### config.mk
export PLATFORM = sky130hd
export DESIGN_NAME = pipe_stage_skid_flat
export DESIGN_NICKNAME = d
export VERILOG_FILES = /design/src/rtl/pipe_stage_skid_if.sv /design/src/rtl/pipe_stage_skid.sv /design/src/flat_wrapper.sv
export SDC_FILE = /design/constraint.sdc
export NUM_CORES = 1
export LEC_CHECK = 0
export CAP_MARGIN = 20
export CORE_ASPECT_RATIO = 1.5
export CORE_UTILIZATION = 25
export CTS_CLUSTER_DIAMETER = 100
export CTS_CLUSTER_SIZE = 14
export DETAILED_ROUTE_END_ITERATION = 12
export HOLD_SLACK_MARGIN = 0.08
export SYNTH_ARGS = -nofsm -noshare
export SYNTH_HDL_FRONTEND = slang
export SYNTH_SLANG_ARGS = --single-unit
### constraint.sdc
create_clock -name cpu_clk_75M -period 4.5 [get_ports cpu_clk_75M]
set_input_delay 0.9 -clock cpu_clk_75M [delete_from_list [all_inputs] [get_ports cpu_clk_75M]]
set_output_delay 0.9 -clock cpu_clk_75M [all_outputs]
set_load 0.1 [all_outputs]
### src/rtl/pipe_stage_skid_if.sv
// Valid/ready bus between two pipeline stages: PC, payload, exception code, bad vaddr.
// The master side offers entries and the slave side answers with ready.
interface pipe_stage_skid_if #(
  parameter int DATA_W = 32,
  parameter int EXC_W  = 5
) ();
  logic              valid;
  logic              ready;
  logic [31:0]       pc;
  logic [DATA_W-1:0] data;
  logic [EXC_W-1:0]  exc_code;
  logic [31:0]       badvaddr;

  modport master (
    output valid, pc, data, exc_code, badvaddr,
    input  ready
  );

  modport slave (
    input  valid, pc, data, exc_code, badvaddr,
    output ready
  );
endinterface

### src/rtl/pipe_stage_skid.sv
// Inter-stage pipeline register with a valid/ready handshake on both sides and an optional
// 2-entry skid buffer. It drives a NOP bubble whenever it holds nothing.
module pipe_stage_skid #(
  parameter int                DATA_W   = 32,
  parameter int                EXC_W    = 5,
  parameter bit                SKID     = 1'b1,
  parameter logic [DATA_W-1:0] NOP_WORD = '0,
  parameter logic [EXC_W-1:0]  EC_NONE  = '0
) (
  input  logic                cpu_clk_75M,
  input  logic                cpu_rst_n,
  input  logic                flush,
  pipe_stage_skid_if.slave    up,
  pipe_stage_skid_if.master   dn,
  output logic [1:0]          occupancy
);

  typedef struct packed {
    logic [31:0]       pc;
    logic [DATA_W-1:0] data;
    logic [EXC_W-1:0]  exc;
    logic [31:0]       badvaddr;
  } entry_t;

  typedef enum logic [1:0] {
    EMPTY = 2'd0,
    ONE   = 2'd1,
    FULL  = 2'd2
  } state_e;

  localparam entry_t BUBBLE = '{pc: 32'h0, data: NOP_WORD, exc: EC_NONE, badvaddr: 32'h0};

  state_e state_q, state_d;
  entry_t head_q, head_d;
  entry_t skid_q, skid_d;
  entry_t up_entry;
  logic   up_ready;
  logic   push;
  logic   pop;

  assign up_entry = '{pc: up.pc, data: up.data, exc: up.exc_code, badvaddr: up.badvaddr};

  // With the skid buffer, ready depends only on flops; without it, ready looks through to dn.ready.
  always_comb begin
    up_ready = 1'b0;
    if (SKID) begin
      up_ready = (state_q != FULL);
    end else begin
      up_ready = (state_q == EMPTY) | dn.ready;
    end
  end

  assign up.ready = up_ready;
  assign push     = up.valid & up_ready;
  assign pop      = (state_q != EMPTY) & dn.ready;

  always_comb begin
    state_d = state_q;
    head_d  = head_q;
    skid_d  = skid_q;
    if (flush) begin
      state_d = EMPTY;
      head_d  = BUBBLE;
      skid_d  = BUBBLE;
    end else begin
      case (state_q)
        EMPTY: begin
          if (push) begin
            state_d = ONE;
            head_d  = up_entry;
          end
        end
        ONE: begin
          if (push && pop) begin
            head_d = up_entry;
          end else if (push) begin
            // Only reachable with the skid buffer: ready without pop means S is free.
            state_d = FULL;
            skid_d  = up_entry;
          end else if (pop) begin
            state_d = EMPTY;
            head_d  = BUBBLE;
          end
        end
        FULL: begin
          if (pop) begin
            state_d = ONE;
            head_d  = skid_q;
            skid_d  = BUBBLE;
          end
        end
        default: begin
          state_d = EMPTY;
          head_d  = BUBBLE;
          skid_d  = BUBBLE;
        end
      endcase
    end
  end

  // Head/skid register stage
  always_ff @(posedge cpu_clk_75M or negedge cpu_rst_n) begin
    if (!cpu_rst_n) begin
      state_q <= EMPTY;
      head_q  <= BUBBLE;
      skid_q  <= BUBBLE;
    end else begin
      state_q <= state_d;
      head_q  <= head_d;
      skid_q  <= skid_d;
    end
  end

  assign dn.valid    = (state_q != EMPTY);
  assign dn.pc       = head_q.pc;
  assign dn.data     = head_q.data;
  assign dn.exc_code = head_q.exc;
  assign dn.badvaddr = head_q.badvaddr;
  assign occupancy   = state_q;

endmodule

### src/flat_wrapper.sv
// flat-port wrapper written by rule: the top's interface ports become plain ports
module pipe_stage_skid_flat 
#(
  parameter int                DATA_W   = 32,
  parameter int                EXC_W    = 5,
  parameter bit                SKID     = 1'b1,
  parameter logic [DATA_W-1:0] NOP_WORD = '0,
  parameter logic [EXC_W-1:0]  EC_NONE  = '0
)
  (cpu_clk_75M, cpu_rst_n, flush, occupancy, up_valid, up_pc, up_data, up_exc_code, up_badvaddr, up_ready, dn_valid, dn_pc, dn_data, dn_exc_code, dn_badvaddr, dn_ready);
  pipe_stage_skid_if #(.DATA_W(DATA_W), .EXC_W(EXC_W)) up_i ();
  pipe_stage_skid_if #(.DATA_W(DATA_W), .EXC_W(EXC_W)) dn_i ();
  input  logic cpu_clk_75M;
  input  logic cpu_rst_n;
  input  logic flush;
  output logic [1:0] occupancy;
  input wire logic [$bits(up_i.valid)-1:0] up_valid;
  input wire logic [$bits(up_i.pc)-1:0] up_pc;
  input wire logic [$bits(up_i.data)-1:0] up_data;
  input wire logic [$bits(up_i.exc_code)-1:0] up_exc_code;
  input wire logic [$bits(up_i.badvaddr)-1:0] up_badvaddr;
  output wire logic [$bits(up_i.ready)-1:0] up_ready;
  output wire logic [$bits(dn_i.valid)-1:0] dn_valid;
  output wire logic [$bits(dn_i.pc)-1:0] dn_pc;
  output wire logic [$bits(dn_i.data)-1:0] dn_data;
  output wire logic [$bits(dn_i.exc_code)-1:0] dn_exc_code;
  output wire logic [$bits(dn_i.badvaddr)-1:0] dn_badvaddr;
  input wire logic [$bits(dn_i.ready)-1:0] dn_ready;
  assign up_i.valid = up_valid;
  assign up_i.pc = up_pc;
  assign up_i.data = up_data;
  assign up_i.exc_code = up_exc_code;
  assign up_i.badvaddr = up_badvaddr;
  assign up_ready = up_i.ready;
  assign dn_valid = dn_i.valid;
  assign dn_pc = dn_i.pc;
  assign dn_data = dn_i.data;
  assign dn_exc_code = dn_i.exc_code;
  assign dn_badvaddr = dn_i.badvaddr;
  assign dn_i.ready = dn_ready;
  pipe_stage_skid #(.DATA_W(DATA_W), .EXC_W(EXC_W), .SKID(SKID), .NOP_WORD(NOP_WORD), .EC_NONE(EC_NONE)) u_core (.cpu_clk_75M(cpu_clk_75M), .cpu_rst_n(cpu_rst_n), .flush(flush), .up(up_i), .dn(dn_i), .occupancy(occupancy));
endmodule
; Word-level counts from Yosys, hierarchy flattened
; Cells that the tools add are included.
; W data, S select, Z words.
[totals]
ramBits = 0
wordCells = 45
reg_bits = 204
mem_count = 0
mem_bits_ro = 0
output_inout_bits = 105
inputBits = 106
latchBits = 0
[op_classes]
n_mul = 0
n_addsub = 0
reduce_logical = 6
shift = 0
bitwise = 2
div_mod_pow = 0
n_lt_le_gt_ge = 0
mux = 17
n_eq_ne = 11
[op_table]
columns = operator, n
row1 = $mux W101, 8
row2 = $pmux W101 S3, 2
row3 = $mux W2, 6
row4 = $reduce_and A4 Y1, 3
row5 = $ne A3 B2 Y1 const B, 3
row6 = $ne A4 B2 Y1 const B, 2
row7 = $pmux W2 S3, 1
row8 = $ne A2 B2 Y1 const B, 2
row9 = $ne A4 B4 Y1 const B, 1
row10 = $ne A3 B3 Y1 const B, 1
row11 = $and A1 B1 Y1, 2
row12 = $eq A2 B1 Y1 const B, 1
row13 = $eq A2 B2 Y1 const B, 1
row14 = $logic_not A2 Y1, 1
row15 = $reduce_bool A2 Y1, 1
row16 = $logic_and A1 B1 Y1, 1

; Longest topological paths before layout
[depth]
word_depth = 7
ltp_mapped = 7
ltp_nobuf = 4

; Worst setup path before layout
; No wires, ideal clock.
[synth_timing]
kind = reg2out
from = register u_core.state_q[0] (netlist: u_core.occupancy[0])
to = output dn_valid
path_buffers = 3
path_stages_with_launch = 5
setup_slack_ns = 1.332
t_arrival_ns = 2.268
required_ns = 3.600
path_cell_list = dfrtp_1 buf_2 clkbuf_1 buf_1 or2_2
[synth_via]
elab_chain_len = 1
[synth_lines]
columns = item, line
row1 = start: declaration, pipe_stage_skid.sv:33  ; state_e state_q, state_d;
row2 = start signal: assignment, pipe_stage_skid.sv:108  ; state_q <= state_d;
row3 = $reduce_bool A2 Y1, pipe_stage_skid.sv:114  ; assign dn.valid = (state_q != EMPTY);
row4 = end: declaration, flat_wrapper.sv:23  ; output wire logic [$bits(dn_i.valid)-1:0] dn_valid;
; No other way between the ends.

; Worst setup path in the final report
[layout_timing]
from = register u_core.state_q[1] (netlist: u_core.occupancy[1])
to = output up_ready
[layout_via]
elab_chain_len = 1
[layout_lines]
columns = item, line
row1 = $ne A2 B2 Y1, pipe_stage_skid.sv:47  ; up_ready = (state_q != FULL);
row2 = end: declaration, flat_wrapper.sv:22  ; output wire logic [$bits(up_i.ready)-1:0] up_ready;
; No other way between the ends.

==> reports/qor.yml <==
outcome:
  outcome: "complete, no violations"
logic_synthesis:
  yosysSeqAreaShare: 0.500
  synth_ff_type: "dfrtp_1"
  synth_common_cells: "dfrtp_1, mux2i_1, inv_1, nand2_1"
  yosysUniqueCellTypes: 21
  synth_fp_nets: 1020
  yosysTopAreaCell: "dfrtp_1"
  synth.avg_cell_area_sq_um: 11.2
  synth_top_family_by_area: "multiplexers"
  synth_enable_flop_cells: 0
  synth_most_common_cell: "dfrtp_1"
  yosysTopAreaCellShare: 0.500
  async_flop_share: 1.00
  synthCells: 914
  yosys_register_bits: 204
  yosys_warnings: 0
  synth-simple-area-share: 0.0439
  synth_area_sq_um: 10200
  ys_top_cells_by_area: "dfrtp_1, mux2i_1, a22o_1, o2bb2ai_1, inv_1"
  yosys-mux-area-fraction: 0.199
  synth_compound_area_frac: 0.178
  synth_xor_area_frac: 0.000858
  synthAdderAreaFrac: 0
timing:
  fin_skew_ns: 0.0176
  post-route-period-util: 0.793
  grt_setup_unrepaired: "false"
  max_freq_ghz: 0.280
  min_period_ns: 3.57
  worst_pin_slew_ns: 1.07
  slew_violations: 0
  setup_viol_count_final: 0
  hold_viol: 0
  slew_headroom: 0.284
  setup_tns_ns: 0
  holdWs_ns: 0.460
clock_tree:
  holdBufCountCts: 0
  cts_tree: "done"
  clockBufferDepth: 3
  numCtsBuffers: 18
  clkTransAtPathRegs_ns: 0.07
  h-tree-depth: 1
  root_buffer: "clkbuf_16"
  postCtsSetupRepairBufs: 0
  clock_latency_ns: 0.50
  clock-sinks: 204
  cts_resized: 0
detailed_routing:
  wl_um: 28600
  wl_met1_um: 12000
  vias: 7539
  maxUsedRoutingLayer: "met5"
  drcViolationCount: 0
  via_per_inst: 4.75
  wl_met3_um: 1310
  dr_wl_met2_um: 14500
  ant_nets: 0
  drtIter0Drc: 408
  wire_per_inst_um: 18.0
  first_pass_iters: 4
global_routing:
  grtUsageTotal: 0.138
  grt_pass1_vias: 7852
  grt_overflow: 0
  grt_max_degree: 91
  grt_pass1_wl_um: 45400
  antenna_found_initial: 2
final_layout:
  final_nets: 1184
  area_growth_pct: 29.7
  fin_util: 0.329
  final_area_sq_um: 13200
  drive_above_1_share: 0.0426
power:
  leakage_nw: 5.39
  total_power_mw: 4.93
  power_density_nw_per_um2: 372
  vdd_drop_max_uv: 213
floorplanning:
  die_w_um: 167
  ios: 211
  placement_rows: 90
  dieArea_sq_um: 41700
  core_area_sq_um: 40200
  start_util: 0.254
  die_y_um: 249
worst_setup_path:
  cp-start-kind: "flip-flop"
  crit_path_max_fanout: 32
  criticalPathCategory: "reg -> out"
  end_kind: "output port"
  arrival_ns: 2.67
  critPathRequiredTime_ns: 3.60
place:
  dp_hpwl_um: 17700
  placed_area_sq_um: 12700
  place_congestion: 0.720
  numPortBuffers: 210
min_path:
  hp-class: "in -> async"
run:
  drv_cap: 0
==> cells in the final DEF (no fill, tap or decap), types with 2 or more instances in the layout <==
cell type / netlist / layout
a22o_1: 101 / 101
buf_12: 0 / 4
buf_4: 12 / 13
clkbuf_16: 0 / 19
clkdlybuf4s50_1: 0 / 207
dfrtp_1: 204 / 202
dfrtp_4: 0 / 2
inv_1: 103 / 103
mux2i_1: 203 / 203
nand2_1: 103 / 103
nand2b_1: 2 / 2
nor2_1: 5 / 2
nor2_4: 0 / 3
nor2b_1: 3 / 3
o2bb2ai_1: 101 / 101
==> area by class of cell <==
cell class	count	area, sq um
multi-input combinational	526	4350
tap	506	633
fill	4042	27000
clock buffer	20	479
antenna	1	2.50
clock inverter	1	8.76
sequential	204	5110
timing repair buffer	225	2260
inverter	103	387
==> flip-flops by register name, indices dropped and copies added, names as in the netlist <==
| register | cells |
|---|---|
| u_core.occupancy | 2 |
| u_core.skid_q | 101 |
| u_core.dn.exc_code | 5 |
| u_core.dn.pc | 32 |
| u_core.dn.badvaddr | 32 |
| u_core.dn.data | 32 |
==> final timing paths <==
path / startpoint / end / slack [ns] / depth (start not counted)
setup / recovery: u_core.occupancy[1]$_DFFE_PN0P_ / up_ready / 0.93 / 3
min in group cpu_clk_75M: u_core.dn.exc_code[1]$_DFFE_PN0P_ / u_core.dn.exc_code[1]$_DFFE_PN0P_ / 0.50 / 1
hold reg to reg: u_core.dn.exc_code[1]$_DFFE_PN0P_ / u_core.dn.exc_code[1]$_DFFE_PN0P_ / 0.50 / 1
setup reg to reg: u_core.occupancy[1]$_DFFE_PN0P_ / u_core.dn.badvaddr[13]$_DFFE_PN0P_ / 1.21 / 6
max in group asynchronous: cpu_rst_n / u_core.dn.badvaddr[27]$_DFFE_PN0P_ / 3.11 / 2
hold / removal: cpu_rst_n / u_core.skid_q[66]$_DFFE_PN0P_ / 0.46 / 1
==> metrics by stage <==
step | setup slack [ns] | cells
6_report | 0.932 | 1586
5_1_grt | 0.796 | 1586
4_1_cts | 0.865 | 1585
3_5_place_dp | 1.16 | 1564
3_3_place_gp | 1.20 | 1564
2_1_floorplan | 1.33 | 914
==> kinds of logic (layout without fill, tap and decap cells) <==
group,Yosys count,in the layout
AO/OA/AOI/OAI,207,207
flip-flops,204,204
multiplexers,203,203
buffers and inverters,184,349
AND/OR/NAND/NOR,115,115
XOR/XNOR,1,1
other,0,1
==> where the power goes <==
group	total, mW	switching, mW	internal [mW]
combinational	1.44	1.02	0.419
clock	1.44	0.690	0.752
sequential	2.04	0.0849	1.96
total	4.93	1.80	3.13
==> worst max-delay path: stages (launching register included) <==
cell and delay [ns]:
dfrtp_4 0.78, nor2b_1 0.33, inv_1 0.08, clkdlybuf4s50_1 0.99
==> routing by layer <==
metal,GRT usage,vias up
li1,-,3540
met2,0.240,189
met1,0.169,3761
met5,0,-
met3,0.0222,47
met4,0.0550,2
No activity file was read; power rests on OpenSTA's default activity.
